--- config.mk ---
export PLATFORM = sky130hd
export DESIGN_NAME = mem_access_stage
export DESIGN_NICKNAME = d
export VERILOG_FILES = /design/src/rtl/mem_stage_pkg.sv /design/src/rtl/mem_access_stage_load_align.sv /design/src/rtl/mem_access_stage.sv
export SDC_FILE = /design/constraint.sdc
export NUM_CORES = 1
export LEC_CHECK = 0
export ABC_CLOCK_PERIOD_IN_PS = 3750
export CORE_MARGIN = 8
export CORE_UTILIZATION = 30
export CTS_CLUSTER_SIZE = 20
export DETAILED_ROUTE_END_ITERATION = 8
export GPL_TIMING_DRIVEN = 0
export HOLD_SLACK_MARGIN = 0.03
export PLACE_DENSITY_LB_ADDON = 0.25
export SYNTH_ARGS = -nofsm -noshare
export SYNTH_HDL_FRONTEND = slang
export SYNTH_HIERARCHICAL = 1
export SYNTH_SLANG_ARGS = --single-unit
--- constraint.sdc ---
create_clock -name clk -period 3.75 [get_ports clk]
set_input_delay 0.9375 -clock clk [delete_from_list [all_inputs] [get_ports clk]]
set_output_delay 0.9375 -clock clk [all_outputs]
set_load 0.02 [all_outputs]
--- src/rtl/mem_stage_pkg.sv ---
// rtl/mem_stage_pkg.sv - shared encodings and defaults for the memory-access stage
// Purpose: mem_size encodings, FSM state type and default ack timeout.
// Ports: none (package).
package mem_stage_pkg;

  localparam logic [1:0] SZ_BYTE = 2'b00;
  localparam logic [1:0] SZ_HALF = 2'b01;
  localparam logic [1:0] SZ_WORD = 2'b10;

  typedef enum logic {ST_IDLE, ST_WAIT} state_t;

  localparam int MEM_TIMEOUT_DEFAULT = 15;

endpackage

--- src/rtl/mem_access_stage_load_align.sv ---
// rtl/mem_access_stage_load_align.sv - load data extract and extend
// Purpose: picks the addressed byte/half/word out of a read word and extends it.
// Ports:
//   rdata    in  32  raw bus read word
//   addr     in  2   byte offset within the word
//   size     in  2   SZ_BYTE / SZ_HALF / word (reserved encoding acts as word)
//   unsigned_ld in 1 zero-extend when 1, sign-extend when 0
//   data     out 32  aligned, extended load value
module load_align
  import mem_stage_pkg::*;
(
  input  logic [31:0] rdata,
  input  logic [1:0]  addr,
  input  logic [1:0]  size,
  input  logic        unsigned_ld,
  output logic [31:0] data
);

  logic [31:0] shifted;

  always_comb begin
    shifted = rdata >> {addr, 3'b000};
    case (size)
      SZ_BYTE: data = unsigned_ld ? {24'h0, shifted[7:0]}
                                  : {{24{shifted[7]}}, shifted[7:0]};
      SZ_HALF: data = unsigned_ld ? {16'h0, shifted[15:0]}
                                  : {{16{shifted[15]}}, shifted[15:0]};
      default: data = shifted;
    endcase
  end

endmodule

--- src/rtl/mem_access_stage.sv ---
// rtl/mem_access_stage.sv - pipeline memory-access stage with req/ack data bus
// Purpose: issues loads/stores, stalls upstream while an access is pending and
// hands MEM/WB either a completed result or a bubble.
// Optional feature: define MEM_TIMEOUT_EN to abort accesses after MEM_TIMEOUT
// wait cycles (bus_err pulse); otherwise bus_err is 0 and no counter exists.
// Ports:
//   clk, reset                      clock, async active-high reset
//   ex_valid, alu_result, store_data, rd_address, RegWrite, MemtoReg,
//   MemRead, MemWrite, mem_size, mem_unsigned        EX/MEM inputs
//   alu_data, rd, rd_address_out, RegWrite_out, MemtoReg_out  MEM/WB outputs
//   mem_stall, misalign_exc, bus_err                 pipeline status
//   dmem_req, dmem_we, dmem_addr, dmem_wdata, dmem_be, dmem_ack, dmem_rdata  bus
module mem_access_stage
  import mem_stage_pkg::*;
#(
  parameter int MEM_TIMEOUT = MEM_TIMEOUT_DEFAULT
) (
  input  logic        clk,
  input  logic        reset,
  input  logic        ex_valid,
  input  logic [31:0] alu_result,
  input  logic [31:0] store_data,
  input  logic [4:0]  rd_address,
  input  logic        RegWrite,
  input  logic        MemtoReg,
  input  logic        MemRead,
  input  logic        MemWrite,
  input  logic [1:0]  mem_size,
  input  logic        mem_unsigned,
  output logic [31:0] alu_data,
  output logic [31:0] rd,
  output logic [4:0]  rd_address_out,
  output logic        RegWrite_out,
  output logic        MemtoReg_out,
  output logic        mem_stall,
  output logic        misalign_exc,
  output logic        bus_err,
  output logic        dmem_req,
  output logic        dmem_we,
  output logic [31:0] dmem_addr,
  output logic [31:0] dmem_wdata,
  output logic [3:0]  dmem_be,
  input  logic        dmem_ack,
  input  logic [31:0] dmem_rdata
);

  state_t      state_q, state_d;
  logic        mem_op, misalign, access, timeout, req, complete, fwd, out_en;
  logic [31:0] load_data;

`ifdef MEM_TIMEOUT_EN
  localparam int CW = $clog2(MEM_TIMEOUT + 1);
  logic [CW-1:0] cnt_q, cnt_d;
  assign timeout = (state_q == ST_WAIT) && (cnt_q == CW'(MEM_TIMEOUT));
`else
  assign timeout = 1'b0;
`endif

  load_align u_load_align (
    .rdata       (dmem_rdata),
    .addr        (alu_result[1:0]),
    .size        (mem_size),
    .unsigned_ld (mem_unsigned),
    .data        (load_data)
  );

  always_comb begin
    mem_op = ex_valid & (MemRead | MemWrite);
    case (mem_size)
      SZ_BYTE: misalign = 1'b0;
      SZ_HALF: misalign = alu_result[0];
      default: misalign = |alu_result[1:0];
    endcase
    misalign = misalign & mem_op;
    access   = mem_op & ~misalign;
    // In WAIT the op is held by the upstream stall; an aborted op drops req.
    req      = (state_q == ST_IDLE) ? access : ~timeout;
    complete = req & dmem_ack;
    fwd      = (ex_valid & ~mem_op) | complete;
    out_en   = ~reset;
  end

  always_comb begin
    state_d = state_q;
`ifdef MEM_TIMEOUT_EN
    cnt_d   = '0;
`endif
    case (state_q)
      ST_IDLE: begin
        if (access && !dmem_ack) begin
          state_d = ST_WAIT;
`ifdef MEM_TIMEOUT_EN
          cnt_d   = CW'(1);
`endif
        end
      end
      default: begin
        if (dmem_ack || timeout) begin
          state_d = ST_IDLE;
        end else begin
`ifdef MEM_TIMEOUT_EN
          cnt_d   = cnt_q + CW'(1);
`endif
        end
      end
    endcase
  end

  always_ff @(posedge clk or posedge reset) begin
    if (reset) begin
      state_q <= ST_IDLE;
`ifdef MEM_TIMEOUT_EN
      cnt_q   <= '0;
`endif
    end else begin
      state_q <= state_d;
`ifdef MEM_TIMEOUT_EN
      cnt_q   <= cnt_d;
`endif
    end
  end

  // Everything is forced low during reset so a dropped WAIT releases at once.
  always_comb begin
    alu_data       = (out_en & fwd) ? alu_result : 32'h0;
    rd             = (out_en & complete & MemRead & ~MemWrite) ? load_data : 32'h0;
    rd_address_out = (out_en & fwd) ? rd_address : 5'h0;
    RegWrite_out   = out_en & fwd & RegWrite;
    MemtoReg_out   = out_en & fwd & MemtoReg;
    mem_stall      = out_en & req & ~dmem_ack;
    misalign_exc   = out_en & misalign & (state_q == ST_IDLE);
    bus_err        = out_en & timeout;
    dmem_req       = out_en & req;
    dmem_we        = out_en & req & MemWrite;
    dmem_addr      = out_en ? {alu_result[31:2], 2'b00} : 32'h0;
    case (mem_size)
      SZ_BYTE: begin
        dmem_be    = 4'b0001 << alu_result[1:0];
        dmem_wdata = {4{store_data[7:0]}};
      end
      SZ_HALF: begin
        dmem_be    = alu_result[1] ? 4'b1100 : 4'b0011;
        dmem_wdata = {2{store_data[15:0]}};
      end
      default: begin
        dmem_be    = 4'b1111;
        dmem_wdata = store_data;
      end
    endcase
    if (!out_en) begin
      dmem_be    = 4'h0;
      dmem_wdata = 32'h0;
    end
  end

endmodule

==> results_dict.tcl, run 1 <==
set metrics [dict create \
    outcome "completed" \
    p_clk_share_pct 0 \
    crit_chain "clkdlybuf4s50_1, nor3b_1, a311oi_2, buf_4, nor2b_1, clkdlybuf4s50_1" \
    dp.cells 694 \
    fin_cells 701 \
    largest_reg_flops 1 \
    diodes 0 \
    final_cell_mix "clkdlybuf4s50_1 (162), nor2b_1 (77), dlygate4sd2_1 (51), a21oi_1 (43)" \
    ant_nets 0 \
    syn2layout_area_growth_pct 126 \
    regMostFlops "state_q" \
    fin_tns_setup_ns 0 \
    grt_usage_pct 23.3 \
    firstDrtPassIters 4 \
    hp-class "flip-flop to flip-flop" \
    grt_pass1_wl_mm 19.1 \
    drc 0 \
    p_sw_mw 0.291 \
    syn_area_um2 2190 \
    swShare_pct 48.2 \
    path_clk_slew_ns 0 \
    power_mw 0.605 \
    nets 716 \
    grt_max_degree 11 \
    seq_area_frac_synth_pct 1.14 \
    layout_commonest_cell "clkdlybuf4s50_1" \
    leakagePower_nw 2.77 \
    gp_congestion 0.905 \
    post-dp-hpwl_mm 11.5 \
    rows 31 \
    p_per_area_nw_per_um2 122 \
    reg.largest.list "state_q x1" \
    post-route-util_pct 69.1 \
    fmax_mhz 267 \
    drt-initial-drc-count 119 \
    syn_inst 341 \
    crit_required_ns 2.81 \
    avgRoutedWirePerCell_um 19.5 \
    worstPathArrival_ns 2.81 \
    path_common_cell "clkdlybuf4s50_1" \
    synth_cell_type_count 37 \
    ios 256 \
    vias_per_cell 5.06 \
    worst_pin_slew_ns 0.501 \
    slowest_delay_ns 0.65 \
    critPathLaunchType "primary input" \
    die-width_um 102 \
    dieArea_um2 10300 \
    final.period_utilization_pct 100 \
    reg2reg_from "state_q$_DFF_PP0_" \
    drv_slew 0 \
    antenna_found_initial 0 \
    intPower_mw 0.313 \
    critPathKind "primary input to output pin" \
    p_seq_share_pct 2.0 \
    portBuffers 252 \
    vdd_drop_max_v 0.0000711 \
    drv_cap 0 \
    synth_warnings 6 \
    timing_hold_violations_final 0 \
    critPathTopFamily "buffers and inverters" \
    hp-start "state_q$_DFF_PP0_" \
    drive_gt1_share_pct 11.8 \
    drt_wl_total_mm 13.7 \
    crit_path_end_kind "output pin" \
    setup-violations-final 0 \
    cp_max_fo 9 \
    p_comb_share_pct 98.0 \
    critPathSlowestCell "clkdlybuf4s50_1" \
    die_height_um 102 \
    initial_core_util_pct 30.6 \
    critPathBufInv 3 \
    coreArea_um2 7180 \
    vias 3545 \
    crit_start "MemWrite" \
    finalCriticalPeriod_ns 3.75 \
    fin_ws_ns 0.000463 \
    post-place-ws_ns -0.472 \
    grt_overflow 0 \
    max_slew_margin_pct 66.5 \
    syn_area_per_cell_um2 6.44 \
    synth-seq-cells 1 \
    hold_buffers 0 \
    worstSkewPairLatency_ns 0 \
    grt_pass1_vias 3513 \
    skew_ns 0 \
]
## final timing paths
path / to / slack (ns) / cells after the start
worst max-delay path: alu_data[16] / 0.0005 / 6
worst min-delay path: state_q$_DFF_PP0_ / 0.96 / 3
worst max register to register: state_q$_DFF_PP0_ / 2.64 / 3
worst min register to register: state_q$_DFF_PP0_ / 0.96 / 3
max in group asynchronous: state_q$_DFF_PP0_ / 2.31 / 3
min in group asynchronous: state_q$_DFF_PP0_ / 1.32 / 3
## cell type report
type	count	area (µm²)
buffer	36	229
fill	608	2210
inverter	3	11.3
multi-input combinational	303	2000
sequential	1	25.0
tap	99	124
timing repair buffer	259	2580
## stage by stage
step           instance area [µm²]  hold WS [ns]
2_1_floorplan                 2200         0.806
3_3_place_gp                  4850         0.932
3_5_place_dp                  4850         0.960
4_1_cts                       4830         0.966
5_1_grt                       4960          1.02
6_report                      4960         0.958
## logic make-up (layout without fill, tap and decap cells)
family	after synthesis	after routing	share of synthesized area (%)
simple gates	182	182	47.9
compound gates	82	82	24.2
buf+inv	39	298	9.24
mux	35	35	16.9
other cells	1	3	0.171
xor+xnor	1	1	0.399
flops	1	1	1.14
## power groups by stage
| stage | clock network [mW] | logic, mW | registers (mW) |
|---|---|---|---|
| floorplan | 0 | 0.283 | 0.0121 |
| global placement | 0 | 0.579 | 0.0122 |
| detailed placement | 0 | 0.586 | 0.0123 |
| CTS | 0 | 0.582 | 0.0123 |
| global route | 0 | 0.629 | 0.0123 |
| finish | 0 | 0.592 | 0.0123 |
## Yosys cell counts
| library cell | count | share of area, % |
|---|---|---|
| a211oi_1 | 7 | 2.4 |
| a21oi_1 | 43 | 9.8 |
| a221oi_4 | 1 | 1.2 |
| a311oi_2 | 1 | 0.68 |
| a31o_2 | 1 | 0.40 |
| and2_1 | 3 | 0.86 |
| and2b_1 | 1 | 0.34 |
| and3_1 | 34 | 9.7 |
| buf_1 | 1 | 0.17 |
| buf_2 | 8 | 1.8 |
| buf_4 | 6 | 2.1 |
| buf_6 | 3 | 1.5 |
| clkbuf_1 | 17 | 2.9 |
| clkbuf_2 | 1 | 0.23 |
| clkinv_1 | 1 | 0.17 |
| conb_1 | 1 | 0.17 |
| dfrtp_1 | 1 | 1.1 |
| inv_1 | 2 | 0.34 |
| mux2_2 | 9 | 4.6 |
| mux2_4 | 2 | 1.4 |
| mux2i_1 | 24 | 11 |
| nand2_1 | 27 | 4.6 |
| nand2b_1 | 2 | 0.57 |
| nor2_1 | 14 | 2.4 |
| nor2_2 | 1 | 0.29 |
| nor2_4 | 1 | 0.51 |
| nor2b_1 | 78 | 22 |
| nor3_1 | 2 | 0.46 |
| nor3b_1 | 10 | 3.4 |
| o21a_1 | 1 | 0.34 |
| o21ai_0 | 10 | 2.3 |
| o21ai_2 | 1 | 0.40 |
| o221ai_4 | 1 | 1.2 |
| o22ai_1 | 8 | 2.3 |
| o2bb2ai_1 | 8 | 3.2 |
| or2_2 | 9 | 2.6 |
| xnor2_1 | 1 | 0.40 |
## worst register-to-register path, delay by kind of cell (launching register included)
family / cells / cell delay [ns]
compound gates: 1 / 0.28
buf+inv: 1 / 0.18
flops: 1 / 0.37
simple gates: 1 / 0.15
## what timing repair did
item | CTS | global route
gates resized for setup | 78 | 51
setup buffers | 1 | 6
hold endpoints to repair | 0 | 0
endpoints found under the setup margin | 105 | 63
pin swaps | 1 | 2
## per-layer routing
metal | vias up | part of all wire [%] | GRT usage, %
li1 | 1716 | - | -
met4 | 0 | 1.0 | 2.63
met2 | 152 | 54 | 46.5
met3 | 10 | 8.8 | 5.84
met5 | - | 0 | 0
met1 | 1667 | 36 | 24.1
Note: power is estimated with default switching activity, not from simulation.
==> run 2: changes to the inputs <==
Settings changed: ABC_CLOCK_PERIOD_IN_PS 3750 to 4059, CORE_UTILIZATION 30 to 28, CTS_BUF_LIST from default to sky130_fd_sc_hd__clkbuf_8.
Clock period 3.75 ns to 4.06 ns, I/O delays scaled along.
==> run 2 against run 1 <==
Sequential cell count unchanged. Sequential share of layout area is essentially flat. First-iteration DRC count rose by 29%. Largest power group unchanged. Via count barely moved. Utilization decreased by 5.0 points. Critical path depth unchanged. Global-route usage fell by 1.1 points. Clock skew did not move. Die area increased by 6.0%. Routed wire length is 1.1% lower. Critical endpoint is now rd[2].
==> results_dict.tcl, run 2 (same netlist as run 1, synthesis figures left out) <==
set metrics [dict create \
    hold_ws_ns 0.916 \
    dieArea_um2 10900 \
    die_height_um 105 \
    hold_buffers 0 \
    avgRoutedWirePerCell_um 19.3 \
    critPathKind "primary input to output pin" \
    power_mw 0.563 \
    r2r_slack_ns 2.98 \
    timing_hold_violations_final 0 \
    drv_slew 0 \
    critPathLaunchType "primary input" \
    die-width_um 105 \
    grt_overflow 0 \
    reg2reg_from "state_q$_DFF_PP0_" \
    dpl_cell_area_um2 4850 \
    grt_pass1_vias 3516 \
    regMostFlops "state_q" \
    skew_ns 0 \
    path_clk_slew_ns 0 \
    final.period_utilization_pct 98.8 \
    whs_endpoint "state_q$_DFF_PP0_" \
    fmax_mhz 249 \
    largest_reg_flops 1 \
    coreArea_um2 7650 \
    ant_nets 0 \
    layout_commonest_cell "clkdlybuf4s50_1" \
    fill_cells 709 \
    p_per_area_nw_per_um2 115 \
    drt_wl_total_mm 13.6 \
    slowest_delay_ns 0.61 \
    leakagePower_nw 2.20 \
    grt_max_degree 11 \
    r2r_end "state_q$_DFF_PP0_" \
    max_slew_margin_pct 63.1 \
    ios 256 \
    cp_max_fo 10 \
    crit_path_end_kind "output pin" \
    crit_required_ns 3.04 \
    final_cell_mix "clkdlybuf4s50_1 (205), nor2b_1 (78), a21oi_1 (43), dlygate4sd2_1 (43), and3_1 (34)" \
    initial_core_util_pct 28.7 \
    path_common_cell "clkdlybuf4s50_1" \
    diodes 0 \
    reg.largest.list "state_q x1" \
    grt_pass1_wl_mm 20.2 \
    drive_gt1_share_pct 11.0 \
    antenna_found_initial 0 \
    drc 0 \
    critPathSlowestCell "clkdlybuf4s50_1" \
    finalCriticalPeriod_ns 4.01 \
    worst_pin_slew_ns 0.552 \
    setup-violations-final 0 \
    hp-start "state_q$_DFF_PP0_" \
    outcome "completed" \
    r2r_cells 3 \
    post-place-ws_ns -0.376 \
    finalInstanceArea_um2 4900 \
    syn2layout_area_growth_pct 123 \
    vdd_drop_max_v 0.0000578 \
    crit_chain "clkdlybuf4s50_1, nand2_1, nor3_4, clkbuf_4, and3_1, clkdlybuf4s50_1" \
    drv_cap 0 \
    grt_usage_pct 22.3 \
    worstPathArrival_ns 3.00 \
    worstSkewPairLatency_ns 0 \
    gp_congestion 0.902 \
    rows 32 \
    fin_tns_setup_ns 0 \
    firstDrtPassIters 4 \
    hp-class "flip-flop to flip-flop" \
    vias_per_cell 5.06 \
    portBuffers 252 \
    nets 713 \
    fin_ws_ns 0.0497 \
    post-dp-hpwl_mm 11.5 \
    drt-initial-drc-count 154 \
    min_path_cells 3 \
    vias 3548 \
]
run 2: changes by cell type in the layout (fill, tap and decap cells not counted), moves of 2 or more:
cell | previous run | this run
buf_4 | 19 | 10
buf_2 | 1 | 7
clkdlybuf4s50_1 | 162 | 205
dlygate4sd2_1 | 51 | 43
clkbuf_1 | 5 | 3
dlymetal6s2s_1 | 34 | 3
clkbuf_2 | 15 | 12
run 2: power by group:
part	internal [mW]	switching, mW
combinational	0.284	0.268
sequential	0.0108	0.000557
clock	0	0
run 2: cell type report:
cell class	instances	area [µm²]	area share [%]
repair buffers	256	2520	51.4
inverters	3	11.3	0.230
multi-input cells	303	2000	40.8
plain buffers	36	219	4.47
flip-flops and latches	1	25.0	0.510
well taps	102	128	2.60
run 2: stage by stage:
stage	instances	utilization [%]
floorplan	343	-
finish	701	64.1
global placement	697	63.4
detailed placement	697	63.4
CTS	698	63.4
global route	701	64.1
run 2: worst max-delay path by stage:
stage	slack [ns]	cells past startpoint	start	endpoint
floorplan	0.90	5	MemWrite	MemtoReg_out
global placement	-0.33	5	reset	rd[6]
detailed placement	-0.38	5	reset	rd[10]
CTS	-0.009	5	reset	dmem_wdata[6]
global route	-0.006	6	MemRead	rd[2]
finish	0.05	6	dmem_ack	rd[2]
run 2: worst max-delay path: cells and delay by family:
family                 cells  cell delay, ns
buffers and inverters      3            1.41
AND/OR/NAND/NOR            3            0.56
run 2: routing by layer:
layer / global-route usage [%] / share of wire, % / vias to the layer above
met1: 24.2 / 38 / 1642
li1: - / - / 1704
met4: 4.14 / 2.0 / 0
met2: 43.1 / 52 / 186
met5: 0 / 0 / -
met3: 4.67 / 7.8 / 16
run 2: timing repair:
item / CTS / global route
resized for setup: 61 / 14
setup endpoints to repair: 95 / 15
pin swaps: 2 / 1
buffers inserted: 1 / 3
